File: config.mk
export PLATFORM = sky130hd
export DESIGN_NAME = q_learn_ctrl_flat
export DESIGN_NICKNAME = d
export VERILOG_FILES = /design/src/rtl/q_learn_ctrl_pkg.sv /design/src/rtl/q_learn_ctrl_if.sv /design/src/rtl/Q_updater.sv /design/src/rtl/q_learn_ctrl_max_scan.sv /design/src/rtl/q_learn_ctrl.sv /design/src/flat_wrapper.sv
export SDC_FILE = /design/constraint.sdc
export NUM_CORES = 1
export LEC_CHECK = 0
export CAP_MARGIN = 15
export CORE_MARGIN = 1.5
export CORE_UTILIZATION = 45
export DETAILED_ROUTE_END_ITERATION = 8
export PLACE_DENSITY = 0.76
export SLEW_MARGIN = 10
export SYNTH_ARGS = -nofsm -noshare
export SYNTH_HDL_FRONTEND = slang
export SYNTH_SLANG_ARGS = --single-unit
File: constraint.sdc
create_clock -name clk -period 16.3 [get_ports clk]
set_clock_uncertainty 0.15 [all_clocks]
set_input_delay 1.63 -clock clk [delete_from_list [all_inputs] [get_ports clk]]
set_output_delay 1.63 -clock clk [all_outputs]
set_load 0.005 [all_outputs]
File: src/rtl/q_learn_ctrl_pkg.sv
// Shared widths, FSM encoding, job record and Q-table address composition
// for the Q-learning update sequencer.
package q_learn_pkg;
  localparam int STATE_W = 15;
  localparam int NUM_ACT = 9;
  localparam int Q_W     = 16;
  localparam int ACT_W   = 4;
  localparam int ADDR_W  = STATE_W + ACT_W;

  typedef enum logic [2:0] {IDLE, RD_Q, SCAN, LAST, WRITE} state_e;

  typedef struct packed {
    logic [STATE_W-1:0] state;
    logic [ACT_W-1:0]   action;
    logic [STATE_W-1:0] nxt;
    logic [Q_W-1:0]     reward;
    logic               terminal;
  } req_t;

  function automatic logic [ADDR_W-1:0] mk_addr(input logic [STATE_W-1:0] s,
                                                input logic [ACT_W-1:0]   a);
    return {s, a};
  endfunction
endpackage

File: src/rtl/q_learn_ctrl_if.sv
// Job request, config, Q-table RAM and result signals of the update sequencer.
interface q_learn_ctrl_if;
  import q_learn_pkg::*;
  logic               cfg_we;
  logic [Q_W-1:0]     cfg_gamma;
  logic [Q_W-1:0]     cfg_alfa;
  logic               req_valid;
  logic               req_ready;
  logic [STATE_W-1:0] req_state;
  logic [ACT_W-1:0]   req_action;
  logic [STATE_W-1:0] req_next;
  logic [Q_W-1:0]     req_reward;
  logic               req_terminal;
  logic               mem_en;
  logic               mem_we;
  logic [ADDR_W-1:0]  mem_addr;
  logic [Q_W-1:0]     mem_wdata;
  logic [Q_W-1:0]     mem_rdata;
  logic               done;
  logic [Q_W-1:0]     q_new;
  logic [ACT_W-1:0]   best_action;

  modport slave (
    input  cfg_we, cfg_gamma, cfg_alfa, req_valid, req_state, req_action,
           req_next, req_reward, req_terminal, mem_rdata,
    output req_ready, mem_en, mem_we, mem_addr, mem_wdata, done, q_new, best_action
  );
  modport master (
    output cfg_we, cfg_gamma, cfg_alfa, req_valid, req_state, req_action,
           req_next, req_reward, req_terminal, mem_rdata,
    input  req_ready, mem_en, mem_we, mem_addr, mem_wdata, done, q_new, best_action
  );
endinterface

File: src/rtl/Q_updater.sv
// Combinational Q-value update: Q + alfa*(reward + gamma*max_Q - Q), W-bit wraparound.
module Q_updater #(
  parameter int W = 16
) (
  input  logic [W-1:0] Q,
  input  logic [W-1:0] max_Q,
  input  logic [W-1:0] gamma,
  input  logic [W-1:0] alfa,
  input  logic [W-1:0] reward,
  output logic [W-1:0] Q_new
);
  logic [W-1:0] w_td;
  assign w_td  = reward + gamma * max_Q - Q;
  assign Q_new = Q + alfa * w_td;
endmodule

File: src/rtl/q_learn_ctrl_max_scan.sv
// Running unsigned max/argmax; first sample after clear is taken unconditionally,
// later ones only when strictly greater, so ties keep the lowest index.
module q_max_scan
  import q_learn_pkg::*;
(
  input  logic             clk,
  input  logic             rst_n,
  input  logic             i_clr,
  input  logic             i_vld,
  input  logic [ACT_W-1:0] i_idx,
  input  logic [Q_W-1:0]   i_val,
  output logic [Q_W-1:0]   o_max,
  output logic [ACT_W-1:0] o_arg
);
  logic r_have;

  always_ff @(posedge clk or negedge rst_n) begin
    if (!rst_n) begin
      r_have <= 1'b0;
      o_max  <= '0;
      o_arg  <= '0;
    end else if (i_clr) begin
      r_have <= 1'b0;
      o_max  <= '0;
      o_arg  <= '0;
    end else if (i_vld && (!r_have || i_val > o_max)) begin
      r_have <= 1'b1;
      o_max  <= i_val;
      o_arg  <= i_idx;
    end
  end
endmodule

File: src/rtl/q_learn_ctrl.sv
// One tabular Q-learning update: read Q(s,a), scan row s' for max/argmax,
// write back the Q_updater result. RAM read data returns one cycle after the strobe.
module q_learn_ctrl
  import q_learn_pkg::*;
(
  input logic           clk,
  input logic           rst_n,
  q_learn_ctrl_if.slave bus
);
  state_e           r_state, w_next;
  req_t             r_req;
  logic [Q_W-1:0]   r_gamma, r_alfa, r_sg, r_sa, r_q, r_qnew;
  logic [ACT_W-1:0] r_idx, r_best;
  logic             w_accept, w_scan_vld, w_en, w_we, w_done;
  logic [ADDR_W-1:0] w_addr;
  logic [Q_W-1:0]   w_wdata, w_max, w_qnew;
  logic [ACT_W-1:0] w_arg;

  assign w_accept = (r_state == IDLE) && bus.req_valid;
  // Read data trails the address by one cycle, so sample k lands while idx = k+1.
  assign w_scan_vld = ((r_state == SCAN) && (r_idx != '0)) ||
                      ((r_state == LAST) && !r_req.terminal);

  always_ff @(posedge clk or negedge rst_n) begin
    if (!rst_n) begin
      r_gamma <= Q_W'(1);
      r_alfa  <= Q_W'(1);
    end else if (bus.cfg_we) begin
      r_gamma <= bus.cfg_gamma;
      r_alfa  <= bus.cfg_alfa;
    end
  end

  always_ff @(posedge clk or negedge rst_n) begin
    if (!rst_n) r_state <= IDLE;
    else        r_state <= w_next;
  end

  always_ff @(posedge clk or negedge rst_n) begin
    if (!rst_n) begin
      r_req  <= '0;
      r_sg   <= '0;
      r_sa   <= '0;
      r_q    <= '0;
      r_idx  <= '0;
      r_qnew <= '0;
      r_best <= '0;
    end else begin
      if (w_accept) begin
        r_req <= '{state: bus.req_state, action: bus.req_action, nxt: bus.req_next,
                   reward: bus.req_reward, terminal: bus.req_terminal};
        r_sg  <= r_gamma;
        r_sa  <= r_alfa;
      end
      if (r_state == RD_Q) r_idx <= '0;
      else if (r_state == SCAN) r_idx <= r_idx + 4'd1;
      if (((r_state == SCAN) && (r_idx == '0)) || ((r_state == LAST) && r_req.terminal))
        r_q <= bus.mem_rdata;
      if (r_state == WRITE) begin
        r_qnew <= w_qnew;
        r_best <= w_arg;
      end
    end
  end

  always_comb begin
    w_next  = r_state;
    w_en    = 1'b0;
    w_we    = 1'b0;
    w_addr  = '0;
    w_wdata = '0;
    w_done  = 1'b0;
    case (r_state)
      IDLE:  if (bus.req_valid) w_next = RD_Q;
      RD_Q: begin
        w_en   = 1'b1;
        w_addr = mk_addr(r_req.state, r_req.action);
        w_next = r_req.terminal ? LAST : SCAN;
      end
      SCAN: begin
        w_en   = 1'b1;
        w_addr = mk_addr(r_req.nxt, r_idx);
        if (r_idx == ACT_W'(NUM_ACT - 1)) w_next = LAST;
      end
      LAST:  w_next = WRITE;
      WRITE: begin
        w_en    = 1'b1;
        w_we    = 1'b1;
        w_addr  = mk_addr(r_req.state, r_req.action);
        w_wdata = w_qnew;
        w_done  = 1'b1;
        w_next  = IDLE;
      end
      default: w_next = IDLE;
    endcase
  end

  // A terminal job never feeds the scanner, so it stays at max 0 / arg 0.
  q_max_scan u_scan (
    .clk   (clk),
    .rst_n (rst_n),
    .i_clr (w_accept),
    .i_vld (w_scan_vld),
    .i_idx (r_idx - 4'd1),
    .i_val (bus.mem_rdata),
    .o_max (w_max),
    .o_arg (w_arg)
  );

  Q_updater #(.W(Q_W)) u_upd (
    .Q      (r_q),
    .max_Q  (w_max),
    .gamma  (r_sg),
    .alfa   (r_sa),
    .reward (r_req.reward),
    .Q_new  (w_qnew)
  );

  assign bus.req_ready   = (r_state == IDLE) && rst_n;
  assign bus.mem_en      = w_en;
  assign bus.mem_we      = w_we;
  assign bus.mem_addr    = w_addr;
  assign bus.mem_wdata   = w_wdata;
  assign bus.done        = w_done;
  assign bus.q_new       = r_qnew;
  assign bus.best_action = r_best;
endmodule
File: src/flat_wrapper.sv
// flat-port wrapper written by rule: the top's interface ports become plain ports
module q_learn_ctrl_flat import q_learn_pkg::*;
  (clk, rst_n, bus_cfg_we, bus_cfg_gamma, bus_cfg_alfa, bus_req_valid, bus_req_state, bus_req_action, bus_req_next, bus_req_reward, bus_req_terminal, bus_mem_rdata, bus_req_ready, bus_mem_en, bus_mem_we, bus_mem_addr, bus_mem_wdata, bus_done, bus_q_new, bus_best_action);
  q_learn_ctrl_if bus_i ();
  input logic clk;
  input logic rst_n;
  input wire logic [$bits(bus_i.cfg_we)-1:0] bus_cfg_we;
  input wire logic [$bits(bus_i.cfg_gamma)-1:0] bus_cfg_gamma;
  input wire logic [$bits(bus_i.cfg_alfa)-1:0] bus_cfg_alfa;
  input wire logic [$bits(bus_i.req_valid)-1:0] bus_req_valid;
  input wire logic [$bits(bus_i.req_state)-1:0] bus_req_state;
  input wire logic [$bits(bus_i.req_action)-1:0] bus_req_action;
  input wire logic [$bits(bus_i.req_next)-1:0] bus_req_next;
  input wire logic [$bits(bus_i.req_reward)-1:0] bus_req_reward;
  input wire logic [$bits(bus_i.req_terminal)-1:0] bus_req_terminal;
  input wire logic [$bits(bus_i.mem_rdata)-1:0] bus_mem_rdata;
  output wire logic [$bits(bus_i.req_ready)-1:0] bus_req_ready;
  output wire logic [$bits(bus_i.mem_en)-1:0] bus_mem_en;
  output wire logic [$bits(bus_i.mem_we)-1:0] bus_mem_we;
  output wire logic [$bits(bus_i.mem_addr)-1:0] bus_mem_addr;
  output wire logic [$bits(bus_i.mem_wdata)-1:0] bus_mem_wdata;
  output wire logic [$bits(bus_i.done)-1:0] bus_done;
  output wire logic [$bits(bus_i.q_new)-1:0] bus_q_new;
  output wire logic [$bits(bus_i.best_action)-1:0] bus_best_action;
  assign bus_i.cfg_we = bus_cfg_we;
  assign bus_i.cfg_gamma = bus_cfg_gamma;
  assign bus_i.cfg_alfa = bus_cfg_alfa;
  assign bus_i.req_valid = bus_req_valid;
  assign bus_i.req_state = bus_req_state;
  assign bus_i.req_action = bus_req_action;
  assign bus_i.req_next = bus_req_next;
  assign bus_i.req_reward = bus_req_reward;
  assign bus_i.req_terminal = bus_req_terminal;
  assign bus_i.mem_rdata = bus_mem_rdata;
  assign bus_req_ready = bus_i.req_ready;
  assign bus_mem_en = bus_i.mem_en;
  assign bus_mem_we = bus_i.mem_we;
  assign bus_mem_addr = bus_i.mem_addr;
  assign bus_mem_wdata = bus_i.mem_wdata;
  assign bus_done = bus_i.done;
  assign bus_q_new = bus_i.q_new;
  assign bus_best_action = bus_i.best_action;
  q_learn_ctrl u_core (.clk(clk), .rst_n(rst_n), .bus(bus_i));
endmodule
---- Word level (Yosys, flattened, before mapping) ----
Index checks and enable logic that the tools add are counted.
operators by class
  add/subtract/negate cells ............... 5
  multiply operators ...................... 2
  order comparisons ....................... 1
  equality and inequality tests ........... 7
  mux-type cells .......................... 16
  reduce and logical (&&, ||, !) cells .... 20
operator list
  cell                                                 number
  two-way mux 16 bit                                   3
  case mux 19 bit (2 select lines)                     1
  adder 16 bit                                         2
  multiplier 16 x 16 -> 16 bit                         2
  greater-than comparator 16 bit                       1
  two-way mux 4 bit                                    4
  subtractor 16 bit                                    1
  case mux 3 bit (4 select lines)                      1
  logical AND 1 bit                                    7
  equality test 3 x 2 -> 1 bit, second input constant  2
  two-way mux 3 bit                                    2
  two-way mux 1 bit                                    5
  adder 4 x 1 -> 4 bit, second input constant          1
  equality test 4 bit, second input constant           1
  logical NOT 4 bit                                    1
  inequality test 2 bit, second input constant         2
  nonzero test 2 bit                                   2
  nonzero test 4 bit                                   1
  subtractor 4 x 1 -> 4 bit, second input constant     1
  equality test 3 x 1 -> 1 bit, second input constant  1
  equality test 3 bit, second input constant           1
  logical NOT 3 bit                                    1
  logical OR 1 bit                                     3
  OR reduction 3 bit                                   1
  3 further kinds                                      4
word-level totals
  register bits ........................... 179
  input bits .............................. 103
  output and inout port bits .............. 59
  word-level logic and storage cells ...... 68

---- Logic depth before layout (Yosys ltp) ----
Gate-level depths: netlist (run 1).
  depth after elaboration ................. 6
  mapped depth ............................ 43
  depth with buffers taken out ............ 42

---- Cells and area by module ----
A second synthesis (run 1) with hierarchy kept.
second synthesis, totals
  cell total of the unflattened synthesis .. 1650
  area total of the unflattened synthesis .. 17320.4 um2
modules (own cells, without submodules)
  module        times used  cells each  area each (um2)  seq. area each (um2)
  Q_updater     1           1087        9334.0           0.0
  q_learn_ctrl  1           417         6525.0           3956.3
  q_max_scan    1           146         1461.4           525.5

---- Worst setup path before layout (run 1) ----
OpenSTA, ideal clock, no wires.
  path kind ............................... register to output
  start point ............................. reg u_core.u_scan.o_max[2]
  end point ............................... out bus_mem_wdata[15]
  arrival time ............................ 10055 ps
  required time ........................... 14520 ps
  setup slack ............................. 4465 ps
  cell stages (with the launch flop) ...... 43
  buffers on the path ..................... 1
  cell sequence ........................... dfrtp_1 -> clkbuf_1 -> and2_1 -> fa_1 -> inv_1 -> fa_1 -> inv_1 -> ha_1 -> inv_1 -> fa_1 -> inv_1 -> fa_1 -> inv_1 -> fa_1 -> inv_1 -> ha_1 -> a21o_1 -> a31oi_1 -> [7 not listed] -> inv_1 -> fa_1 -> inv_1 -> fa_1 -> inv_1 -> fa_1 -> fa_1 -> xor2_1 -> xnor2_1 -> xnor2_1 -> xnor2_1 -> xnor2_1 -> xnor3_1 -> xnor2_1 -> xnor2_1 -> xnor3_1 -> xnor2_1 -> nor2_1
between the ends
  longest elaborated chain between the ends .. 6
ends and longest elaborated chain
  item                          RTL line                     RTL
  start: declaration            q_learn_ctrl_max_scan.sv:12  output logic [Q_W-1:0] o_max,
  start signal: assignment      q_learn_ctrl_max_scan.sv:28  o_max <= i_val;
  multiplier 16 x 16 -> 16 bit  Q_updater.sv:13              assign w_td = reward + gamma * max_Q - Q;
  adder 16 bit                  Q_updater.sv:13
  subtractor 16 bit             Q_updater.sv:13
  multiplier 16 x 16 -> 16 bit  Q_updater.sv:14              assign Q_new = Q + alfa * w_td;
  adder 16 bit                  Q_updater.sv:14
  two-way mux 16 bit            q_learn_ctrl.sv:73           case (r_state)
  end: declaration              flat_wrapper.sv:21           output wire logic [$bits(bus_i.mem_wdata)-1:0] bus_mem_wdata;
Every way passes these cells.

---- Final worst setup path (run 1) ----
Ends and elaborated chain as after synthesis.

==> flow_results.xml, run 1 <==
<?xml version="1.0" encoding="UTF-8"?>
<metrics>
  <group name="outcome">
    <metric name="run_status" unit="">completed</metric>
  </group>
  <group name="synth">
    <metric name="synthesis.yosys.warnings" unit="">0</metric>
    <metric name="synth_area" unit="µm²">16800</metric>
    <metric name="cell_count_after_synthesis" unit="">1838</metric>
    <metric name="synth-seq-cells" unit="">179</metric>
    <metric name="synth_cell_type_count" unit="">48</metric>
    <metric name="synth_ff_type" unit="">sky130_fd_sc_hd__dfrtp_1</metric>
    <metric name="yosys.area.top_type_share" unit="">0.264</metric>
    <metric name="synthesis.area_per_instance" unit="µm²">9.14</metric>
    <metric name="synth.largest_area_cell" unit="">sky130_fd_sc_hd__dfrtp_1</metric>
    <metric name="synth.top_cells.by_area" unit="">sky130_fd_sc_hd__dfrtp_1 26%, sky130_fd_sc_hd__fa_1 24%, sky130_fd_sc_hd__nand2_1 9.5%</metric>
    <metric name="edff_count_synth" unit="">0</metric>
    <metric name="synth-async-reset-ratio" unit="">1.00</metric>
    <metric name="synth.net_count" unit="">2270</metric>
    <metric name="ys_seq_area_frac" unit="">0.267</metric>
  </group>
  <group name="placed_design">
    <metric name="dpl.hpwl" unit="µm">32800</metric>
    <metric name="dp.cells" unit="">2401</metric>
    <metric name="gp_congestion" unit="">0.928</metric>
    <metric name="io_buffers" unit="">161</metric>
  </group>
  <group name="sta">
    <metric name="report.final.slew_viol_count" unit="">0</metric>
    <metric name="grt_setup_unrepaired" unit="">no</metric>
    <metric name="final_period_minus_worst_setup_slack" unit="ps">13700</metric>
    <metric name="tightest_slew" unit="ps">1160</metric>
    <metric name="final_layout_setup_total_negative_slack" unit="ps">0</metric>
    <metric name="fmax" unit="GHz">0.0730</metric>
    <metric name="report.final.hold_viol_count" unit="">0</metric>
    <metric name="fin_crit_sh" unit="">0.841</metric>
    <metric name="slew-limit-headroom" unit="">0.224</metric>
    <metric name="hold_slack" unit="ps">319</metric>
    <metric name="report.final.setup_viol" unit="">0</metric>
  </group>
  <group name="drt">
    <metric name="first_iter_violations" unit="">852</metric>
    <metric name="drt-pass1-iter-count" unit="">7</metric>
    <metric name="vias_after_detailed_routing" unit="">12400</metric>
    <metric name="detailed_route_vias_per_instance" unit="">5.07</metric>
    <metric name="wire_per_inst" unit="µm">16.9</metric>
    <metric name="postRouteAntennaNets" unit="">0</metric>
    <metric name="wl" unit="µm">41300</metric>
    <metric name="drc_violations_left" unit="">0</metric>
  </group>
  <group name="global_routing">
    <metric name="number_of_antenna_violations_at_the_first_check_in_global_routing" unit="">5</metric>
    <metric name="first_global_vias" unit="">13100</metric>
    <metric name="grt.overflow.total" unit="">0</metric>
    <metric name="grt.total_usage" unit="">0.225</metric>
    <metric name="grt_start_max_net_pins" unit="">83</metric>
    <metric name="grt_pass1_wl" unit="µm">67700</metric>
  </group>
  <group name="floorplanning">
    <metric name="start_util" unit="">0.458</metric>
    <metric name="die_outline_width" unit="µm">196</metric>
    <metric name="ioPinCount" unit="">162</metric>
    <metric name="design.die.area" unit="µm²">38500</metric>
    <metric name="die_height" unit="µm">196</metric>
    <metric name="core_area" unit="µm²">36700</metric>
    <metric name="core.rowCount" unit="">70</metric>
  </group>
  <group name="worst_hold_path">
    <metric name="min_delay_path_depth" unit="">2</metric>
    <metric name="min-delay-path-class" unit="">flip-flop to flip-flop</metric>
  </group>
  <group name="cts">
    <metric name="htree_levels" unit="">4</metric>
    <metric name="cts-root-buf" unit="">sky130_fd_sc_hd__clkbuf_16</metric>
    <metric name="clock_insertion_delay_worst_skew" unit="ps">460</metric>
    <metric name="cts-resized-gates" unit="">0</metric>
    <metric name="cts_tree" unit="">built</metric>
    <metric name="post_cts_buffers" unit="">0</metric>
    <metric name="clkSlewWorstSetupHoldPaths" unit="ps">80</metric>
    <metric name="clock-sinks" unit="">179</metric>
    <metric name="numCtsBuffers" unit="">17</metric>
    <metric name="cts_hold_buf" unit="">0</metric>
    <metric name="maximum_number_of_buffers_from_clock_root_to_sink" unit="">2</metric>
  </group>
  <group name="critical_path">
    <metric name="ff2ff_path_depth" unit="">40</metric>
    <metric name="worst_path_depth" unit="">41</metric>
    <metric name="setup.worst_path.class" unit="">flip-flop to output pin</metric>
    <metric name="cp_slowest_stage_delay" unit="ps">820</metric>
    <metric name="worstPathArrival" unit="ps">11920</metric>
    <metric name="setup.worst_path.end_class" unit="">output pin</metric>
    <metric name="crit_required" unit="ps">14520</metric>
    <metric name="cell_repeated_most_along_the_worst_path" unit="">sky130_fd_sc_hd__inv_1</metric>
    <metric name="cp_slowest_cell" unit="">sky130_fd_sc_hd__a2111oi_0</metric>
    <metric name="cp_max_fo" unit="">15</metric>
    <metric name="worst_path_dominant_cell_family" unit="">adder cells</metric>
    <metric name="critical_path.n_buffers_inverters" unit="">12</metric>
    <metric name="timing.critical_path.from_type" unit="">flip-flop</metric>
  </group>
  <group name="job">
    <metric name="timing.max_cap.violations" unit="">0</metric>
  </group>
  <group name="cells_and_area">
    <metric name="fill_cells" unit="">3234</metric>
    <metric name="share_of_post_route_cells_with_drive_strength_above_1" unit="">0.0519</metric>
    <metric name="post_layout_cell_count" unit="">2438</metric>
    <metric name="final_net_count" unit="">2384</metric>
    <metric name="syn_to_final_growth" unit="%">15.8</metric>
  </group>
</metrics>
## kinds of logic after synthesis
logic type	after synthesis	synth area share
DFF	179	0.267
muxes	54	0.0357
and+or+nand+nor	653	0.172
xor gates and xnor gates	83	0.0474
AOI/OAI and AO/OA	130	0.0506
adders and majority gates	329	0.335
buffers and inverters	410	0.0922
## registers in the layout, indices dropped and copies added (netlist names)
name	count
u_core.r_req	51
u_core.r_sg	16
u_core.r_sa	16
u_core.u_scan.o_arg	4
u_core.r_q	16
u_core.r_state	3
u_core.u_scan.r_have	1
u_core.bus.q_new	16
u_core.r_alfa	16
u_core.bus.best_action	4
u_core.u_scan.o_max	16
u_core.r_gamma	16
u_core.r_idx	4
## Yosys cell counts (4+ instances only)
cell type                  count
sky130_fd_sc_hd__nand2_1     427
sky130_fd_sc_hd__nand2b_1     10
sky130_fd_sc_hd__o21bai_1      4
sky130_fd_sc_hd__xnor3_1       4
sky130_fd_sc_hd__nor4_1        4
sky130_fd_sc_hd__nor2b_1      14
sky130_fd_sc_hd__dfrtp_1     177
sky130_fd_sc_hd__nor2_1       45
sky130_fd_sc_hd__a22o_1       18
sky130_fd_sc_hd__and2_1      122
sky130_fd_sc_hd__o21a_1        8
sky130_fd_sc_hd__inv_1       335
sky130_fd_sc_hd__nor3_1        8
sky130_fd_sc_hd__buf_2         4
sky130_fd_sc_hd__xnor2_1      67
sky130_fd_sc_hd__and3_1        4
sky130_fd_sc_hd__nand4_1       7
sky130_fd_sc_hd__mux2_2       48
sky130_fd_sc_hd__xor2_1       10
sky130_fd_sc_hd__a21o_1       21
sky130_fd_sc_hd__o21ai_0      40
sky130_fd_sc_hd__buf_1         9
sky130_fd_sc_hd__mux2i_1       6
sky130_fd_sc_hd__nand3_1       5
sky130_fd_sc_hd__fa_1        202
sky130_fd_sc_hd__a21oi_1      24
sky130_fd_sc_hd__clkbuf_1     60
sky130_fd_sc_hd__ha_1        127
## cells in the final DEF (no fill, tap or decap), types with 9 or more instances in the layout
cell type,synthesis,routed
sky130_fd_sc_hd__xor2_1,10,10
sky130_fd_sc_hd__nor2_1,45,45
sky130_fd_sc_hd__fa_1,202,202
sky130_fd_sc_hd__o21ai_0,40,40
sky130_fd_sc_hd__mux2_2,48,48
sky130_fd_sc_hd__and2_1,122,122
sky130_fd_sc_hd__buf_4,1,9
sky130_fd_sc_hd__nor2b_1,14,14
sky130_fd_sc_hd__nand2_1,427,427
sky130_fd_sc_hd__clkbuf_16,0,17
sky130_fd_sc_hd__clkdlybuf4s50_1,0,159
sky130_fd_sc_hd__xnor2_1,67,67
sky130_fd_sc_hd__a21o_1,21,21
sky130_fd_sc_hd__dfrtp_1,177,177
sky130_fd_sc_hd__a22o_1,18,18
sky130_fd_sc_hd__nand2b_1,10,10
sky130_fd_sc_hd__a21oi_1,24,24
sky130_fd_sc_hd__ha_1,127,127
sky130_fd_sc_hd__inv_1,335,335
## per-layer routing
metal,wire [µm],GRT usage,vias up
li1,-,-,5785
met1,17400,0.288,6194
met2,20900,0.392,326
met3,1880,0.0325,64
met4,1110,0.0766,0
met5,0,0,-
## through the flow
stage                     cell area [µm²]  setup slack, ps   util
final                               19500             2600  0.530
after global routing                19500             2110  0.530
after CTS                           19400             2640  0.530
after detailed placement            18800             3160  0.512
after global placement              18800             3350  0.512
after floorplan                     16800             4470      -
## worst paths after layout
path | start | to | slack [ps]
worst max-delay path | u_core.u_scan.o_max[2]$_DFFE_PN0P_ | bus_mem_wdata[15] | 2600
worst min-delay path | u_core.r_alfa[11]$_DFFE_PN0P_ | u_core.r_sa[11]$_DFFE_PN0P_ | 320
worst max register to register | u_core.u_scan.o_max[2]$_DFFE_PN0P_ | u_core.bus.q_new[15]$_DFFE_PN0P_ | 5010
worst min register to register | u_core.r_alfa[11]$_DFFE_PN0P_ | u_core.r_sa[11]$_DFFE_PN0P_ | 320
max in group asynchronous | rst_n | u_core.r_gamma[7]$_DFFE_PN0P_ | 13720
min in group asynchronous | rst_n | u_core.bus.q_new[14]$_DFFE_PN0P_ | 960
## worst min-delay path: cells and delay by family, from the launching register on
family / cells / cell delay, ps
flip-flops: 1 / 340
AND/OR/NAND/NOR: 2 / 100
## layout make-up
cell class | count | area, µm² | area share
Antenna cell | 5 | 12.5 | 0.000643
Clock buffer | 18 | 439 | 0.0226
Sequential cell | 179 | 4480 | 0.230
Tap cell | 468 | 586 | 0.0301
Clock inverter | 14 | 216 | 0.0111
Timing Repair Buffer | 170 | 1680 | 0.0862
Inverter | 335 | 1260 | 0.0646
Multi-Input combinational cell | 1249 | 10800 | 0.554
Power of run 1 is left out: the tool's default activity adds up to more than one toggle a clock period on the data nets, which glitch-free logic cannot reach.
==> run 2, diff against run 1 <==
==> constraint.sdc (replaced) <==
create_clock -name clk -period 12.65 [get_ports clk]
set_clock_uncertainty 0.15 [all_clocks]
set_input_delay 1.265 -clock clk [delete_from_list [all_inputs] [get_ports clk]]
set_output_delay 1.265 -clock clk [all_outputs]
set_load 0.005 [all_outputs]
==> flow_results.xml, run 2 (synthesis gave the netlist of run 1 again) <==
<?xml version="1.0" encoding="UTF-8"?>
<metrics>
  <group name="sta">
    <metric name="final_critical_path_setup_slack" unit="ps">694</metric>
    <metric name="report.final.hold_viol_count" unit="">0</metric>
    <metric name="fmax" unit="GHz">0.0836</metric>
    <metric name="final_layout_setup_total_negative_slack" unit="ps">0</metric>
    <metric name="grt_setup_unrepaired" unit="">no</metric>
    <metric name="report.final.slew_viol_count" unit="">0</metric>
    <metric name="tightest_slew" unit="ps">1160</metric>
    <metric name="hold_slack" unit="ps">317</metric>
    <metric name="report.final.setup_viol" unit="">0</metric>
    <metric name="final_period_minus_worst_setup_slack" unit="ps">11960</metric>
    <metric name="fin_crit_sh" unit="">0.945</metric>
    <metric name="slew-limit-headroom" unit="">0.227</metric>
  </group>
  <group name="floorplanning">
    <metric name="start_util" unit="">0.458</metric>
    <metric name="core_area" unit="µm²">36700</metric>
    <metric name="design.die.area" unit="µm²">38500</metric>
    <metric name="die_height" unit="µm">196</metric>
    <metric name="core.rowCount" unit="">70</metric>
    <metric name="die_outline_width" unit="µm">196</metric>
    <metric name="ioPinCount" unit="">162</metric>
  </group>
  <group name="cts">
    <metric name="clock-sinks" unit="">179</metric>
    <metric name="cts-root-buf" unit="">sky130_fd_sc_hd__clkbuf_16</metric>
    <metric name="clkSlewWorstSetupHoldPaths" unit="ps">80</metric>
    <metric name="clock_insertion_delay_worst_skew" unit="ps">460</metric>
    <metric name="numCtsBuffers" unit="">17</metric>
    <metric name="maximum_number_of_buffers_from_clock_root_to_sink" unit="">2</metric>
    <metric name="cts_tree" unit="">built</metric>
    <metric name="htree_levels" unit="">4</metric>
  </group>
  <group name="critical_path">
    <metric name="timing.critical_path.from_type" unit="">flip-flop</metric>
    <metric name="setup.worst_path.end_class" unit="">output pin</metric>
    <metric name="cp_max_fo" unit="">6</metric>
    <metric name="cp_slowest_stage_delay" unit="ps">550</metric>
    <metric name="cp_slowest_cell" unit="">sky130_fd_sc_hd__fa_1</metric>
    <metric name="crit_required" unit="ps">11230</metric>
    <metric name="cell_repeated_most_along_the_worst_path" unit="">sky130_fd_sc_hd__fa_1</metric>
    <metric name="worstPathArrival" unit="ps">10540</metric>
    <metric name="setup.worst_path.class" unit="">flip-flop to output pin</metric>
  </group>
  <group name="placed_design">
    <metric name="detailedPlace.worstSlack" unit="ps">115</metric>
    <metric name="gp_congestion" unit="">0.910</metric>
    <metric name="io_buffers" unit="">161</metric>
    <metric name="dpl.hpwl" unit="µm">33000</metric>
  </group>
  <group name="drt">
    <metric name="first_iter_violations" unit="">671</metric>
    <metric name="postRouteAntennaNets" unit="">0</metric>
    <metric name="wl" unit="µm">41900</metric>
    <metric name="drc_violations_left" unit="">0</metric>
    <metric name="vias_after_detailed_routing" unit="">12400</metric>
    <metric name="detailed_route_vias_per_instance" unit="">5.03</metric>
    <metric name="drt-pass1-iter-count" unit="">5</metric>
    <metric name="wire_per_inst" unit="µm">17.0</metric>
  </group>
  <group name="global_routing">
    <metric name="grt_start_max_net_pins" unit="">83</metric>
    <metric name="grt.overflow.total" unit="">0</metric>
    <metric name="number_of_antenna_violations_at_the_first_check_in_global_routing" unit="">3</metric>
    <metric name="grt.total_usage" unit="">0.229</metric>
    <metric name="first_global_vias" unit="">13400</metric>
    <metric name="grt_pass1_wl" unit="µm">68600</metric>
  </group>
  <group name="cells_and_area">
    <metric name="fill_cells" unit="">3257</metric>
    <metric name="syn_to_final_growth" unit="%">17.8</metric>
    <metric name="max_flop_register" unit="">u_core.r_req</metric>
    <metric name="share_of_post_route_cells_with_drive_strength_above_1" unit="">0.0816</metric>
    <metric name="max_reg_flops" unit="">51</metric>
    <metric name="final_net_count" unit="">2417</metric>
    <metric name="layout_common_cells" unit="">427 x sky130_fd_sc_hd__nand2_1, 335 x sky130_fd_sc_hd__inv_1, 201 x sky130_fd_sc_hd__fa_1, 166 x sky130_fd_sc_hd__dfrtp_1, 158 x sky130_fd_sc_hd__clkdlybuf4s50_1</metric>
    <metric name="layout.cells.most_common" unit="">sky130_fd_sc_hd__nand2_1</metric>
  </group>
  <group name="worst_hold_path">
    <metric name="min-delay-path-class" unit="">flip-flop to flip-flop</metric>
  </group>
  <group name="job">
    <metric name="timing.max_cap.violations" unit="">0</metric>
  </group>
  <group name="outcome">
    <metric name="run_status" unit="">completed</metric>
  </group>
</metrics>
-- run 2: cell count changes in the layout (fill, tap and decap cells not counted), moves of 3 or more --
cell                      change
sky130_fd_sc_hd__a21oi_1      -3
sky130_fd_sc_hd__ha_4         +3
sky130_fd_sc_hd__xnor2_2      +5
sky130_fd_sc_hd__a21oi_2      +3
sky130_fd_sc_hd__dfrtp_2     +11
sky130_fd_sc_hd__ha_1         -4
sky130_fd_sc_hd__xnor2_1      -5
sky130_fd_sc_hd__buf_4       +32
sky130_fd_sc_hd__dfrtp_1     -11
-- run 2: worst paths after layout --
path / from / endpoint / slack [ps] / depth (start not counted)
max: u_core.r_sg[5]$_DFFE_PN0P_ / bus_mem_wdata[15] / 690 / 42
min: u_core.r_alfa[12]$_DFFE_PN0P_ / u_core.r_sa[12]$_DFFE_PN0P_ / 320 / 2
max reg2reg: u_core.r_sg[5]$_DFFE_PN0P_ / u_core.bus.q_new[15]$_DFFE_PN0P_ / 2420 / 41
min reg2reg: u_core.r_alfa[12]$_DFFE_PN0P_ / u_core.r_sa[12]$_DFFE_PN0P_ / 320 / 2
max in group asynchronous: rst_n / u_core.u_scan.o_max[2]$_DFFE_PN0P_ / 10400 / 2
min in group asynchronous: rst_n / u_core.bus.q_new[6]$_DFFE_PN0P_ / 600 / 1
-- run 2: repair_timing --
| item | in CTS | in global routing |
|---|---|---|
| pin swaps | 2 | 14 |
| gates resized for setup | 9 | 23 |
| hold buffers | 0 | 0 |
| buffers inserted | 8 | 9 |
| cloned | 0 | 0 |
| endpoints found under the setup margin | 1 | 1 |
-- run 2: cell type report --
class                      count  area, µm²  share of cell area
inverter                     335       1260              0.0635
clock inverter                14        160             0.00809
multi-input combinational   1249      10900               0.551
timing repair buffer         203       1940              0.0981
tap                          468        586              0.0296
antenna                        3       7.51            0.000379
sequential                   179       4500               0.227
clock buffer                  18        439              0.0222
-- run 2: metrics by stage --
stage	cells	area (µm²)	utilization
floorplan	1838	16800	-
global placement	2417	18900	0.515
detailed placement	2417	18900	0.515
CTS	2457	19600	0.534
global route	2469	19800	0.539
finish	2469	19800	0.539
-- run 2: layer usage --
metal	global-route usage	vias up	share of wire
met2	0.391	291	0.50
met5	0	-	0
met4	0.0929	0	0.035
li1	-	5848	-
met3	0.0351	72	0.041
met1	0.291	6207	0.42
-- run 2: critical path: cells and delay by family, from the launching register on --
family                     cells  cell delay [ps]
DFF                            1              450
adders and majority gates     13             5220
buffers and inverters          8              620
AOI/OAI and AO/OA              6             1040
and+or+nand+nor                4              550
xor gates and xnor gates      11             2150
Power of run 2 is left out for the same reason.
==> run 3, diff against run 2 <==
--- a/config.mk
+++ b/config.mk
@@ -6,10 +6,12 @@
 export NUM_CORES = 1
 export LEC_CHECK = 0
 export CAP_MARGIN = 15
+export CELL_PAD_IN_SITES_DETAIL_PLACEMENT = 1
+export CELL_PAD_IN_SITES_GLOBAL_PLACEMENT = 1
 export CORE_MARGIN = 1.5
 export CORE_UTILIZATION = 45
 export DETAILED_ROUTE_END_ITERATION = 8
-export PLACE_DENSITY = 0.76
+export PLACE_DENSITY = 0.92
 export SLEW_MARGIN = 10
 export SYNTH_ARGS = -nofsm -noshare
 export SYNTH_HDL_FRONTEND = slang
==> flow_results.xml, run 3 (synthesis gave the netlist of run 1 again) <==
<?xml version="1.0" encoding="UTF-8"?>
<metrics>
  <group name="outcome">
    <metric name="run_status" unit="">completed</metric>
  </group>
  <group name="critical_path">
    <metric name="setup.worst_path.end_class" unit="">output pin</metric>
    <metric name="cp_max_fo" unit="">6</metric>
    <metric name="worstPathArrival" unit="ps">11140</metric>
    <metric name="critical_path.n_buffers_inverters" unit="">9</metric>
    <metric name="setup.worst_path.class" unit="">flip-flop to output pin</metric>
    <metric name="timing.critical_path.from_type" unit="">flip-flop</metric>
    <metric name="cell_repeated_most_along_the_worst_path" unit="">sky130_fd_sc_hd__fa_1</metric>
    <metric name="crit_required" unit="ps">11230</metric>
    <metric name="cp_slowest_cell" unit="">sky130_fd_sc_hd__fa_1</metric>
    <metric name="cp_slowest_stage_delay" unit="ps">610</metric>
    <metric name="worst_path_dominant_cell_family" unit="">adder cells</metric>
  </group>
  <group name="placed_design">
    <metric name="gp_congestion" unit="">0.908</metric>
    <metric name="io_buffers" unit="">161</metric>
    <metric name="dpl.hpwl" unit="µm">40300</metric>
  </group>
  <group name="drt">
    <metric name="vias_after_detailed_routing" unit="">13500</metric>
    <metric name="drt-pass1-iter-count" unit="">7</metric>
    <metric name="postRouteAntennaNets" unit="">0</metric>
    <metric name="wl" unit="µm">56600</metric>
    <metric name="detailed_route_vias_per_instance" unit="">5.47</metric>
    <metric name="drc_violations_left" unit="">0</metric>
    <metric name="first_iter_violations" unit="">780</metric>
    <metric name="wire_per_inst" unit="µm">22.9</metric>
  </group>
  <group name="cts">
    <metric name="clock-sinks" unit="">179</metric>
    <metric name="htree_levels" unit="">4</metric>
    <metric name="maximum_number_of_buffers_from_clock_root_to_sink" unit="">2</metric>
    <metric name="numCtsBuffers" unit="">17</metric>
    <metric name="cts-root-buf" unit="">sky130_fd_sc_hd__clkbuf_16</metric>
    <metric name="clkSlewWorstSetupHoldPaths" unit="ps">80</metric>
    <metric name="clock_insertion_delay_worst_skew" unit="ps">480</metric>
    <metric name="cts_tree" unit="">built</metric>
  </group>
  <group name="sta">
    <metric name="tightest_slew" unit="ps">1120</metric>
    <metric name="fin_crit_sh" unit="">0.992</metric>
    <metric name="final_period_minus_worst_setup_slack" unit="ps">12550</metric>
    <metric name="report.final.slew_viol_count" unit="">0</metric>
    <metric name="fmax" unit="GHz">0.0797</metric>
    <metric name="slew-limit-headroom" unit="">0.248</metric>
    <metric name="report.final.hold_viol_count" unit="">0</metric>
    <metric name="report.final.setup_viol" unit="">0</metric>
  </group>
  <group name="floorplanning">
    <metric name="design.die.area" unit="µm²">38500</metric>
    <metric name="start_util" unit="">0.458</metric>
    <metric name="die_height" unit="µm">196</metric>
    <metric name="die_outline_width" unit="µm">196</metric>
    <metric name="core_area" unit="µm²">36700</metric>
    <metric name="core.rowCount" unit="">70</metric>
    <metric name="ioPinCount" unit="">162</metric>
  </group>
  <group name="global_routing">
    <metric name="use_met1" unit="">0.339</metric>
    <metric name="gr-max-usage-layer" unit="">met2</metric>
    <metric name="grt.total_usage" unit="">0.301</metric>
    <metric name="grt_start_max_net_pins" unit="">84</metric>
    <metric name="grt_pass1_wl" unit="µm">87500</metric>
    <metric name="globalRouteMet3Util" unit="">0.0457</metric>
    <metric name="first_global_vias" unit="">15800</metric>
    <metric name="use_met2" unit="">0.535</metric>
    <metric name="grt.overflow.total" unit="">0</metric>
    <metric name="number_of_antenna_violations_at_the_first_check_in_global_routing" unit="">2</metric>
  </group>
  <group name="cells_and_area">
    <metric name="max_flop_register" unit="">u_core.r_req</metric>
    <metric name="layout_common_cells" unit="">427 x sky130_fd_sc_hd__nand2_1, 335 x sky130_fd_sc_hd__inv_1, 199 x sky130_fd_sc_hd__fa_1, 164 x sky130_fd_sc_hd__dfrtp_1, 158 x sky130_fd_sc_hd__clkdlybuf4s50_1</metric>
    <metric name="layout.cells.most_common" unit="">sky130_fd_sc_hd__nand2_1</metric>
    <metric name="syn_to_final_growth" unit="%">18.2</metric>
    <metric name="final_net_count" unit="">2420</metric>
    <metric name="share_of_post_route_cells_with_drive_strength_above_1" unit="">0.0885</metric>
    <metric name="max_reg_flops" unit="">51</metric>
    <metric name="final_core_density" unit="">0.541</metric>
    <metric name="fill_cells" unit="">4140</metric>
  </group>
  <group name="job">
    <metric name="timing.max_cap.violations" unit="">0</metric>
  </group>
  <group name="worst_hold_path">
    <metric name="min-delay-path-class" unit="">flip-flop to flip-flop</metric>
  </group>
</metrics>
-- run 3: cell types whose count changed in the layout (fill, tap and decap cells not counted), sizes merged --
cell          change
clkinvlp          +1
inv               -1
dlymetal6s2s      -1
buf               +4
diode             -1
-- run 3: cell type report --
type | count | area [µm²] | share of cell area
Multi-Input combinational cell | 1249 | 11000 | 0.552
Sequential cell | 179 | 4500 | 0.226
Timing Repair Buffer | 206 | 1940 | 0.0978
Inverter | 335 | 1260 | 0.0633
Tap cell | 468 | 586 | 0.0295
Clock buffer | 18 | 439 | 0.0221
Clock inverter | 14 | 164 | 0.00825
Antenna cell | 2 | 5.00 | 0.000252
-- run 3: final timing paths --
check | depth (start not counted) | start | endpoint | slack [ps]
max in group asynchronous | 3 | rst_n | u_core.u_scan.o_max[1]$_DFFE_PN0P_ | 9600
worst min register to register | 2 | u_core.r_gamma[13]$_DFFE_PN0P_ | u_core.r_sg[13]$_DFFE_PN0P_ | 330
worst max register to register | 41 | u_core.r_sg[4]$_DFFE_PN0P_ | u_core.bus.q_new[15]$_DFFE_PN0P_ | 1740
worst max-delay path | 41 | u_core.r_sg[4]$_DFFE_PN0P_ | bus_mem_wdata[15] | 100
worst min-delay path | 2 | u_core.r_gamma[13]$_DFFE_PN0P_ | u_core.r_sg[13]$_DFFE_PN0P_ | 330
min in group asynchronous | 1 | rst_n | u_core.r_req[6]$_DFFE_PN0P_ | 600
-- run 3: per-stage QoR --
step                      setup TNS (ps)  area [µm²]  hold WS [ps]  cells  setup slack (ps)
after floorplan                        0       16800           285   1838              1180
after global placement                 0       18900           295   2413               414
after detailed placement           -36.1       18900           306   2413             -36.1
after CTS                              0       19700           333   2457              73.8
after global routing                -267       19900           350   2471              -267
final                                  0       19900           331   2471              98.1
-- run 3: routing by layer --
layer	share of wire	vias up
met5	0	-
met4	0.062	0
met3	0.044	211
met2	0.51	482
met1	0.38	6965
li1	-	5848
-- run 3: what timing repair did --
item	CTS	global route
setup endpoints to repair	1	1
gates resized for setup	30	18
pin swaps	9	20
endpoints found under the hold margin	0	0
setup buffers	12	12
hold buffers	0	0
-- run 3: worst register-to-register path: cells and delay by family (launching register included) --
kind / cells / cell delay (ps)
AO/OA/AOI/OAI: 4 / 640
XOR/XNOR: 10 / 2260
adder cells (fa/ha/maj): 13 / 5610
buffers and inverters: 9 / 910
flip-flops: 1 / 460
AND/OR/NAND/NOR: 5 / 750
Power of run 3 is left out for the same reason.
